## src/rtl/csr_exec_unit_if.sv

```systemverilog
// Bundle of the pipeline-side handshakes and the CSR-file port of csr_exec_unit.
// slave is the unit's view; master is the surrounding pipeline / CSR file.
interface csr_exec_unit_if #(
    parameter int unsigned DATA_WIDTH = 32,
    parameter int unsigned CSR_AW     = 10
);
    logic                  in_valid;
    logic                  in_ready;
    logic [DATA_WIDTH-1:0] in_pc;
    logic [2:0]            in_funct3;
    logic [CSR_AW-1:0]     in_csr_addr;
    logic [4:0]            in_rs1_idx;
    logic [DATA_WIDTH-1:0] in_rs1_val;
    logic [4:0]            in_rd_idx;
    logic                  in_ecall;
    logic                  in_mret;

    logic [CSR_AW-1:0]     csr_raddr;
    logic [DATA_WIDTH-1:0] csr_rdata;
    logic [CSR_AW-1:0]     csr_waddr;
    logic [DATA_WIDTH-1:0] csr_wdata;
    logic                  csr_wen;
    logic                  csr_ecall;
    logic                  csr_mret;
    logic [DATA_WIDTH-1:0] csr_pc;
    logic                  csr_wvalid;

    logic                  out_valid;
    logic                  out_ready;
    logic [4:0]            out_rd_idx;
    logic [DATA_WIDTH-1:0] out_rd_data;
    logic                  out_rd_we;
    logic                  out_redirect;
    logic [DATA_WIDTH-1:0] out_redirect_pc;
    logic                  out_illegal;

    modport slave (
        input  in_valid, in_pc, in_funct3, in_csr_addr, in_rs1_idx, in_rs1_val, in_rd_idx,
               in_ecall, in_mret, csr_rdata, out_ready,
        output in_ready, csr_raddr, csr_waddr, csr_wdata, csr_wen, csr_ecall, csr_mret, csr_pc,
               csr_wvalid, out_valid, out_rd_idx, out_rd_data, out_rd_we, out_redirect,
               out_redirect_pc, out_illegal
    );

    modport master (
        output in_valid, in_pc, in_funct3, in_csr_addr, in_rs1_idx, in_rs1_val, in_rd_idx,
               in_ecall, in_mret, csr_rdata, out_ready,
        input  in_ready, csr_raddr, csr_waddr, csr_wdata, csr_wen, csr_ecall, csr_mret, csr_pc,
               csr_wvalid, out_valid, out_rd_idx, out_rd_data, out_rd_we, out_redirect,
               out_redirect_pc, out_illegal
    );
endinterface

```

## src/rtl/csr_exec_unit.sv

```systemverilog
// CSR instruction sequencer: latch, read CSR, commit read-modify-write, then hand the
// rd value or a PC redirect to writeback.
module csr_exec_unit #(
    parameter int unsigned DATA_WIDTH  = 32,
    parameter int unsigned CSR_AW      = 10,
    parameter int unsigned ECALL_CAUSE = 11
) (
    input logic             clk,
    input logic             rst,
    csr_exec_unit_if.slave  bus
);
    typedef enum logic [1:0] {StIdle, StRead, StWrite, StResp} state_t;

    state_t                state_q, state_d;
    logic [DATA_WIDTH-1:0] pc_q, rs1_val_q, old_q;
    logic [2:0]            funct3_q;
    logic [CSR_AW-1:0]     addr_q;
    logic [4:0]            rs1_idx_q, rd_idx_q;
    logic                  ecall_q, mret_q, illegal_q;

    logic                  accept, illegal_in;
    logic [DATA_WIDTH-1:0] src;

    assign accept     = bus.in_valid && bus.in_ready;
    assign illegal_in = !bus.in_ecall && !bus.in_mret && (bus.in_funct3[1:0] == 2'b00);
    assign src        = funct3_q[2] ? DATA_WIDTH'(rs1_idx_q) : rs1_val_q;

    always_ff @(posedge clk or posedge rst) begin
        if (rst) begin
            state_q   <= StIdle;
            pc_q      <= '0;
            rs1_val_q <= '0;
            old_q     <= '0;
            funct3_q  <= '0;
            addr_q    <= '0;
            rs1_idx_q <= '0;
            rd_idx_q  <= '0;
            ecall_q   <= 1'b0;
            mret_q    <= 1'b0;
            illegal_q <= 1'b0;
        end else begin
            state_q <= state_d;
            if (accept) begin
                pc_q      <= bus.in_pc;
                rs1_val_q <= bus.in_rs1_val;
                funct3_q  <= bus.in_funct3;
                addr_q    <= bus.in_csr_addr;
                rs1_idx_q <= bus.in_rs1_idx;
                rd_idx_q  <= bus.in_rd_idx;
                ecall_q   <= bus.in_ecall;
                // ECALL wins when both flags are set
                mret_q    <= bus.in_mret && !bus.in_ecall;
                illegal_q <= illegal_in;
            end
            if (state_q == StRead) old_q <= bus.csr_rdata;
        end
    end

    always_comb begin
        state_d             = state_q;
        bus.in_ready        = 1'b0;
        bus.csr_raddr       = '0;
        bus.csr_waddr       = '0;
        bus.csr_wdata       = '0;
        bus.csr_wen         = 1'b0;
        bus.csr_ecall       = 1'b0;
        bus.csr_mret        = 1'b0;
        bus.csr_pc          = '0;
        bus.csr_wvalid      = 1'b0;
        bus.out_valid       = 1'b0;
        bus.out_rd_idx      = '0;
        bus.out_rd_data     = '0;
        bus.out_rd_we       = 1'b0;
        bus.out_redirect    = 1'b0;
        bus.out_redirect_pc = '0;
        bus.out_illegal     = 1'b0;

        unique case (state_q)
            StIdle: begin
                bus.in_ready = !rst;
                if (accept) state_d = illegal_in ? StResp : StRead;
            end
            StRead: begin
                bus.csr_raddr = addr_q;
                bus.csr_ecall = ecall_q;
                bus.csr_mret  = mret_q;
                state_d       = StWrite;
            end
            StWrite: begin
                bus.csr_wvalid = 1'b1;
                bus.csr_ecall  = ecall_q;
                bus.csr_mret   = mret_q;
                bus.csr_waddr  = addr_q;
                bus.csr_pc     = pc_q;
                if (ecall_q) begin
                    bus.csr_wdata = DATA_WIDTH'(ECALL_CAUSE);
                end else if (!mret_q) begin
                    unique case (funct3_q[1:0])
                        2'b01: begin
                            bus.csr_wen   = 1'b1;
                            bus.csr_wdata = src;
                        end
                        2'b10: begin
                            bus.csr_wen   = (rs1_idx_q != 5'd0);
                            bus.csr_wdata = old_q | src;
                        end
                        2'b11: begin
                            bus.csr_wen   = (rs1_idx_q != 5'd0);
                            bus.csr_wdata = old_q & ~src;
                        end
                        default: ;
                    endcase
                end
                state_d = StResp;
            end
            StResp: begin
                bus.out_valid  = 1'b1;
                bus.out_rd_idx = rd_idx_q;
                if (illegal_q) begin
                    bus.out_illegal = 1'b1;
                end else if (ecall_q || mret_q) begin
                    bus.out_redirect    = 1'b1;
                    bus.out_redirect_pc = old_q;
                end else begin
                    bus.out_rd_data = old_q;
                    bus.out_rd_we   = (rd_idx_q != 5'd0);
                end
                if (bus.out_ready) state_d = StIdle;
            end
            default: state_d = StIdle;
        endcase
    end
endmodule

```

## src/flat_wrapper.sv

```systemverilog
// flat-port wrapper written by rule: the top's interface ports become plain ports
module csr_exec_unit_flat 
#(
    parameter int unsigned DATA_WIDTH  = 32,
    parameter int unsigned CSR_AW      = 10,
    parameter int unsigned ECALL_CAUSE = 11
)
  (clk, rst, bus_in_valid, bus_in_pc, bus_in_funct3, bus_in_csr_addr, bus_in_rs1_idx, bus_in_rs1_val, bus_in_rd_idx, bus_in_ecall, bus_in_mret, bus_csr_rdata, bus_out_ready, bus_in_ready, bus_csr_raddr, bus_csr_waddr, bus_csr_wdata, bus_csr_wen, bus_csr_ecall, bus_csr_mret, bus_csr_pc, bus_csr_wvalid, bus_out_valid, bus_out_rd_idx, bus_out_rd_data, bus_out_rd_we, bus_out_redirect, bus_out_redirect_pc, bus_out_illegal);
  csr_exec_unit_if #(.DATA_WIDTH(DATA_WIDTH), .CSR_AW(CSR_AW)) bus_i ();
  input logic clk;
  input logic rst;
  input wire logic [$bits(bus_i.in_valid)-1:0] bus_in_valid;
  input wire logic [$bits(bus_i.in_pc)-1:0] bus_in_pc;
  input wire logic [$bits(bus_i.in_funct3)-1:0] bus_in_funct3;
  input wire logic [$bits(bus_i.in_csr_addr)-1:0] bus_in_csr_addr;
  input wire logic [$bits(bus_i.in_rs1_idx)-1:0] bus_in_rs1_idx;
  input wire logic [$bits(bus_i.in_rs1_val)-1:0] bus_in_rs1_val;
  input wire logic [$bits(bus_i.in_rd_idx)-1:0] bus_in_rd_idx;
  input wire logic [$bits(bus_i.in_ecall)-1:0] bus_in_ecall;
  input wire logic [$bits(bus_i.in_mret)-1:0] bus_in_mret;
  input wire logic [$bits(bus_i.csr_rdata)-1:0] bus_csr_rdata;
  input wire logic [$bits(bus_i.out_ready)-1:0] bus_out_ready;
  output wire logic [$bits(bus_i.in_ready)-1:0] bus_in_ready;
  output wire logic [$bits(bus_i.csr_raddr)-1:0] bus_csr_raddr;
  output wire logic [$bits(bus_i.csr_waddr)-1:0] bus_csr_waddr;
  output wire logic [$bits(bus_i.csr_wdata)-1:0] bus_csr_wdata;
  output wire logic [$bits(bus_i.csr_wen)-1:0] bus_csr_wen;
  output wire logic [$bits(bus_i.csr_ecall)-1:0] bus_csr_ecall;
  output wire logic [$bits(bus_i.csr_mret)-1:0] bus_csr_mret;
  output wire logic [$bits(bus_i.csr_pc)-1:0] bus_csr_pc;
  output wire logic [$bits(bus_i.csr_wvalid)-1:0] bus_csr_wvalid;
  output wire logic [$bits(bus_i.out_valid)-1:0] bus_out_valid;
  output wire logic [$bits(bus_i.out_rd_idx)-1:0] bus_out_rd_idx;
  output wire logic [$bits(bus_i.out_rd_data)-1:0] bus_out_rd_data;
  output wire logic [$bits(bus_i.out_rd_we)-1:0] bus_out_rd_we;
  output wire logic [$bits(bus_i.out_redirect)-1:0] bus_out_redirect;
  output wire logic [$bits(bus_i.out_redirect_pc)-1:0] bus_out_redirect_pc;
  output wire logic [$bits(bus_i.out_illegal)-1:0] bus_out_illegal;
  assign bus_i.in_valid = bus_in_valid;
  assign bus_i.in_pc = bus_in_pc;
  assign bus_i.in_funct3 = bus_in_funct3;
  assign bus_i.in_csr_addr = bus_in_csr_addr;
  assign bus_i.in_rs1_idx = bus_in_rs1_idx;
  assign bus_i.in_rs1_val = bus_in_rs1_val;
  assign bus_i.in_rd_idx = bus_in_rd_idx;
  assign bus_i.in_ecall = bus_in_ecall;
  assign bus_i.in_mret = bus_in_mret;
  assign bus_i.csr_rdata = bus_csr_rdata;
  assign bus_i.out_ready = bus_out_ready;
  assign bus_in_ready = bus_i.in_ready;
  assign bus_csr_raddr = bus_i.csr_raddr;
  assign bus_csr_waddr = bus_i.csr_waddr;
  assign bus_csr_wdata = bus_i.csr_wdata;
  assign bus_csr_wen = bus_i.csr_wen;
  assign bus_csr_ecall = bus_i.csr_ecall;
  assign bus_csr_mret = bus_i.csr_mret;
  assign bus_csr_pc = bus_i.csr_pc;
  assign bus_csr_wvalid = bus_i.csr_wvalid;
  assign bus_out_valid = bus_i.out_valid;
  assign bus_out_rd_idx = bus_i.out_rd_idx;
  assign bus_out_rd_data = bus_i.out_rd_data;
  assign bus_out_rd_we = bus_i.out_rd_we;
  assign bus_out_redirect = bus_i.out_redirect;
  assign bus_out_redirect_pc = bus_i.out_redirect_pc;
  assign bus_out_illegal = bus_i.out_illegal;
  csr_exec_unit #(.DATA_WIDTH(DATA_WIDTH), .CSR_AW(CSR_AW), .ECALL_CAUSE(ECALL_CAUSE)) u_core (.clk(clk), .rst(rst), .bus(bus_i));
endmodule
```

## config.mk

```make
export PLATFORM = sky130hd
export DESIGN_NAME = csr_exec_unit_flat
export DESIGN_NICKNAME = d
export VERILOG_FILES = /design/src/rtl/csr_exec_unit_if.sv /design/src/rtl/csr_exec_unit.sv /design/src/flat_wrapper.sv
export SDC_FILE = /design/constraint.sdc
export NUM_CORES = 1
export LEC_CHECK = 0
export CORE_MARGIN = 3
export CORE_UTILIZATION = 43
export CTS_BUF_LIST = sky130_fd_sc_hd__clkbuf_16
export CTS_CLUSTER_SIZE = 40
export DETAILED_ROUTE_END_ITERATION = 10
export PLACE_DENSITY_LB_ADDON = 0.12
export SYNTH_ARGS = -nofsm -noshare
export SYNTH_HDL_FRONTEND = slang
export SYNTH_SLANG_ARGS = --single-unit
export TNS_END_PERCENT = 30
```

## constraint.sdc

```tcl
create_clock -name clk -period 4.2 [get_ports clk]
set_input_delay 0.63 -clock clk [delete_from_list [all_inputs] [get_ports clk]]
set_output_delay 0.63 -clock clk [all_outputs]
set_load 0.05 [all_outputs]
```

==> metrics, run 1 <==
XOR/XNOR Fraction of Synth Area less than 1%; drt first pass iters 4; synthesis-stage register bit count between 100 and 150; Critical-path top delay cell nand2_1; fin crit period approximately 3.5 ns; Post-Syn Area approximately 6500 µm²; remaining antenna violation count 0; clk slew on worst S/H paths approximately 0.050 ns; Nets 982; post_cts resized 0; syn avg cell area about 11 µm²; DP Wirelength 13.6 mm; Lkg Pwr about 4.2 nW; Worst VDD drop approximately 0.0005 V; initial core utilization between 40 and 50%; vias in the first global route between 5000 and 6000; Clk Latency, worst-skew pair between 0.4 and 0.5 ns; Max H-tree Level 4; number of remaining DRC errors 0; setup ws final 0.656 ns; CP Cell Sequence inv_1, ha_1, buf_4, nand2_1, a21oi_1, buf_12; CP Max Fanout 48; fmax 0.282 GHz; CTS tree built; Slew @ Worst Pin 1.09 ns; DIE AREA between 15000 and 20000 µm²; final hold vios 0; Vias 5212; cell count of the worst reg-to-reg path 5; max_cap viols 0; element type at the critical path start register; starting DRC count in detailed routing roughly 230; Final Cycle Share between 80% and 90%; Site Rows 44; multiplexer share of the synthesized area roughly 24%; largest net degree at the start of global routing between 80 and 90; cell count after synthesis 578; Post-Synth Simple-Gate Area between 10% and 20%; total CTS buffers 17; Die X approximately 130 µm; via/cell ratio 4.99; Slew headroom a little over a quarter; global route overflow 0; first-pass GRT wire length approximately 30 mm; # setup viols final 0; compound-gate portion of the synthesized area 4.21%; WL final 18.6 mm; Max stage delay on crit path approximately 0.7 ns; placed insts between 1000 and 1500; core area 14700 µm²; Total Negative Setup Slacks 0 ns; sequential share of the synthesized area about 48%; Syn Nets 708; Inserted Diodes 0; worst path bufs/invs 3; Root Driver clkbuf_16; Worst setup EP type primary output; total power 7.81 mW; status complete, no violations; post-synthesis cell type count 30; Post-CTS Setup Inserts 0; RSZ-0062 raised after global routing false; Max Slew Vio Count 0; Core Util, Final a little over two thirds; fin cells about 1000; layout cells sized above 1 between 20 and 25%; Synth Area in Adders 0.961%; IO buf count 286; largest buffer count on any clock path 2; critical path depth in cells 6; # clock sinks 124; Top Ports around 290; initial antenna violation count 0; Setup CP Type register to primary output; worst min path class register to register; Critical Path RT approximately 3.6 ns; pre-CTS setup slack 1.06 ns; overall routing resource usage 22.8%; Routability Congestion between 0.8 and 0.9; synthesis-to-finish area growth 56.8%; pwr dens 765 nW/µm²; die height 129 µm; Hold-fix buffers, CTS 0; Clock Skew 0.00894 ns; delay-heaviest family, CP buffers and inverters; Hold Path Depth 1; wire per inst about 18 µm; Yosys warnings 0; CP arrival 2.91 ns; main combinational cell family by area after synthesis multiplexers
[synth_stat cells]
master / n / area [µm²]
o311a_1: 1 / 10.0
nand2_1: 17 / 63.8
nand3b_1: 1 / 7.51
o21a_1: 2 / 15.0
mux2i_1: 9 / 90.1
nor3b_1: 1 / 7.51
a31oi_1: 1 / 6.26
inv_1: 23 / 86.3
mux2_2: 133 / 1500
and3_1: 2 / 12.5
or3_1: 17 / 106
buf_4: 2 / 15.0
or4_1: 1 / 7.51
o21ai_1: 1 / 5.00
dfrtp_1: 124 / 3100
ha_1: 5 / 62.6
nor2b_1: 2 / 12.5
a21oi_1: 18 / 90.1
o211ai_1: 17 / 128
nand2b_1: 14 / 87.6
nor2_1: 14 / 52.6
buf_6: 4 / 45.0
nand4b_1: 1 / 8.76
clkbuf_1: 19 / 71.3
buf_2: 16 / 80.1
o21ai_0: 4 / 20.0
nor4_1: 2 / 12.5
xnor2_2: 1 / 16.3
nor3_2: 1 / 10.0
and2_1: 125 / 782
[sequential cells by signal, indices dropped and copies added, names as in the netlist]
name	cells
u_core.ecall_q	1
u_core.rs1_val_q	32
u_core.funct3_q	3
u_core.addr_q	10
u_core.mret_q	1
u_core.rd_idx_q	5
u_core.pc_q	32
u_core.rs1_idx_q	5
u_core.state_q	2
u_core.old_q	32
u_core.illegal_q	1
[kinds of logic (layout without fill, tap and decap cells)]
kind of cell               Yosys count  after routing
buffers and inverters               64            347
AOI/OAI and AO/OA                   44             44
DFF                                124            124
muxes                              142            142
xor gates and xnor gates             1              1
adders and majority gates            5              5
and+or+nand+nor                    198            198
[layer usage]
layer,GRT usage (%),routed length [µm]
met1,26.5,7440
met2,39.2,9320
met3,7.34,1320
met4,9.33,566
met5,0,0
[stage by stage]
| stage | cell area [µm²] | hold WS [ns] |
|---|---|---|
| 2_1_floorplan | 6510 | 0.471 |
| 3_3_place_gp | 9740 | 0.479 |
| 3_5_place_dp | 9740 | 0.486 |
| 4_1_cts | 10200 | 0.497 |
| 5_1_grt | 10200 | 0.518 |
| 6_report | 10200 | 0.496 |
[layout make-up]
cell class              count  area [µm²]
clock buffers              17         425
clock inverters            11        43.8
fillers                  1091        4490
inverters                  23        88.8
multi-input cells         390        3120
flip-flops and latches    124        3100
well taps                 184         230
repair buffers            296        3200
[worst reg2reg max path, cell delays in order (launching register included)]
cell      delay (ns)
dfrtp_1         0.37
inv_1           0.10
ha_1            0.24
nand3b_1        0.12
buf_4           0.63
mux2_2          0.47
[cell usage in the layout, fill, tap and decap left out, types with 4 or more instances in the layout]
master,count
o211ai_1,17
inv_1,26
a21oi_1,18
buf_4,14
buf_12,27
nand2_1,17
clkbuf_16,17
o21ai_0,4
dfrtp_1,124
clkinv_1,5
mux2i_1,9
nand2b_1,14
and2_1,125
clkdlybuf4s50_1,255
mux2_2,133
or3_1,17
ha_1,4
nor2_1,13
[worst paths after layout]
check / startpoint / to / slack [ns]
max: u_core.state_q[0] / bus_csr_wdata[8] / 0.66
min: u_core.pc_q[3] / u_core.pc_q[3] / 0.50
max reg2reg: u_core.state_q[0] / u_core.rs1_val_q[5] / 2.14
min reg2reg: u_core.pc_q[3] / u_core.pc_q[3] / 0.50
max in group asynchronous: rst / u_core.state_q[0] / 2.47
min in group asynchronous: rst / u_core.rd_idx_q[1] / 0.92
[where the power goes]
group,internal (mW),switching [mW]
registers,1.81,0.431
clock network,0.714,0.471
logic,1.86,2.53
total,4.38,3.43
Note: power is estimated with default switching activity, not from simulation.
==> run 2, diff against run 1 <==
Clock period 4.2 ns to 3.62 ns, I/O delays scaled along.
==> metrics, run 2 (synthesis results as in run 1) <==
first-pass GRT wire length 30.0 mm (+1.5%); starting DRC count in detailed routing 173 (-24%); total CTS buffers 17 (unchanged); synthesis-to-finish area growth 60.5%; Vias 5308 (+1.8%); via/cell ratio 5.05 (+1.2%); Max Slew Vio Count 0 (unchanged); hold endpoint u_core.pc_q[3]; Top Ports 287 (unchanged); Final Cycle Share 91.8%; vias in the first global route 5652 (+1.0%); IO buf count 286 (unchanged); overall routing resource usage 23.3% (+0.42 points); layout cells sized above 1 24.4% (+1.4 points); CP Max Fanout 14 (-71%); Reg power frac 27.6% (-1.1 points); Clk Latency, worst-skew pair 0.41 ns (about the same); largest net degree at the start of global routing 70 (-20%); FF-to-FF End u_core.old_q[8]; Logic pwr share 54.1% (-2.0 points); DP Area 9830 µm² (+0.89%); drt first pass iters 4 (unchanged); Slew @ Worst Pin 1.01 ns (-0.0826 ns); status complete, no violations; cell count of the worst reg-to-reg path 4 (-1); Core Util, Final 71.1% (+1.7 points); commonest non-fill, non-tap cells in the layout clkdlybuf4s50_1, mux2_2, and2_1; leading cell type in the layout, fill and taps excluded clkdlybuf4s50_1; wire per inst 18.0 µm (+0.80%); Total Negative Setup Slacks 0 ns (unchanged); hold_sp u_core.pc_q[3]; Worst VDD drop 0.000579 V (+14%); pwr dens 911 nW/µm² (+19%); largest buffer count on any clock path 2 (unchanged); # setup viols final 0 (unchanged); worst reg2reg path startpoint u_core.state_q[1]; Net Sw Power 4.06 mW (+18%); Final Cell Area 10500 µm² (+2.4%); # clock sinks 124 (unchanged); Routability Congestion 0.808 (-2.6%); number of remaining DRC errors 0 (unchanged); RSZ-0062 raised after global routing false; CP arrival 2.78 ns (-0.13 ns); CTS tree built; fin crit period roughly 3.3 ns; DIE AREA 16700 µm² (unchanged); Worst setup EP type primary output; Die X 129 µm (unchanged); fmax roughly 0.3 GHz; Clock Skew 0.00394 ns (-0.00500 ns); total power 9.52 mW (+22%); initial core utilization 44.3% (unchanged); global route overflow 0 (unchanged); Critical Path RT 3.08 ns (-0.49 ns); DP Wirelength 14.1 mm (+3.6%); Int Power 5.46 mW (+25%); max_cap viols 0 (unchanged); Switching Share 42.6% (-1.3 points); FF-to-FF setup slack 1.61 ns (-0.53 ns); element type at the critical path start register; core area 14700 µm² (unchanged); post_cts resized 0 (unchanged); worst min path class register to register; Slew headroom 32.8% (+5.3 points); remaining antenna violation count 0 (unchanged); final hold vios 0 (unchanged); pre-CTS setup slack 0.542 ns (-0.516 ns); Site Rows 44 (unchanged); Max H-tree Level 4 (unchanged); Hold-fix buffers, CTS 0 (unchanged); initial antenna violation count 1 (+1); Nets 985 (+0.31%); Root Driver clkbuf_16; Regs by FF count u_core.old_q x32, u_core.pc_q x32, u_core.rs1_val_q x32; clk slew on worst S/H paths 0.05 ns (about the same); Hold Path Depth 1 (unchanged); Clk pwr share 18.3% (+3.1 points); Inserted Diodes 0 (unchanged); Lkg Pwr 4.33 nW (+1.9%); setup ws final 0.298 ns (-0.358 ns); WL final 18.9 mm (+1.5%); die height 129 µm (unchanged); Setup CP Type register to primary output
run 2: layout make-up:
type	instances	area [µm²]
fillers	1046	4240
repair buffers	299	3300
multi-input cells	390	3120
flip-flops and latches	124	3100
clock buffers	17	425
well taps	184	230
clock inverters	15	180
inverters	23	90.1
run 2: metal layers:
metal	routed length [µm]	global-route usage, %
met1	7550	26.9
met2	9500	39.8
met3	1260	7.17
met4	601	10.3
met5	13	0
run 2: repair_timing:
item,CTS,global route
setup endpoints to repair,0,19
buffers inserted,0,1
endpoints found under the hold margin,0,0
run 2: worst max-delay path by stage:
stage,startpoint,end,slack [ns],cells past startpoint
4_1_cts,u_core.state_q[0],bus_out_rd_we,0.05,6
3_5_place_dp,u_core.state_q[0],bus_out_rd_data[30],0.54,6
2_1_floorplan,u_core.state_q[0],bus_csr_wdata[2],0.50,5
6_report,u_core.state_q[0],bus_out_rd_data[7],0.30,6
5_1_grt,u_core.state_q[0],bus_out_rd_data[30],0.12,6
3_3_place_gp,u_core.state_q[0],bus_out_rd_data[30],0.68,6
run 2: critical path, cell delays in order (launching register included):
cell and delay, ns:
dfrtp_1 0.39, ha_1 0.34, nand2b_1 0.18, nor3_4 0.32
buf_12 0.17, and2_1 0.15, clkdlybuf4s50_1 0.81
run 2: stage by stage:
step / instances / hold slack (ns)
4_1_cts: 1051 / 0.497
3_3_place_gp: 1019 / 0.480
6_report: 1052 / 0.492
5_1_grt: 1052 / 0.516
3_5_place_dp: 1019 / 0.484
2_1_floorplan: 578 / 0.471
run 2: power groups by stage:
stage               registers [mW]  clock network [mW]  logic (mW)
floorplan                     2.41                   0        3.69
global placement              2.60                   0        5.07
detailed placement            2.65                   0        5.18
CTS                           2.63                1.78        5.19
global route                  2.73                1.83        5.50
finish                        2.63                1.74        5.15
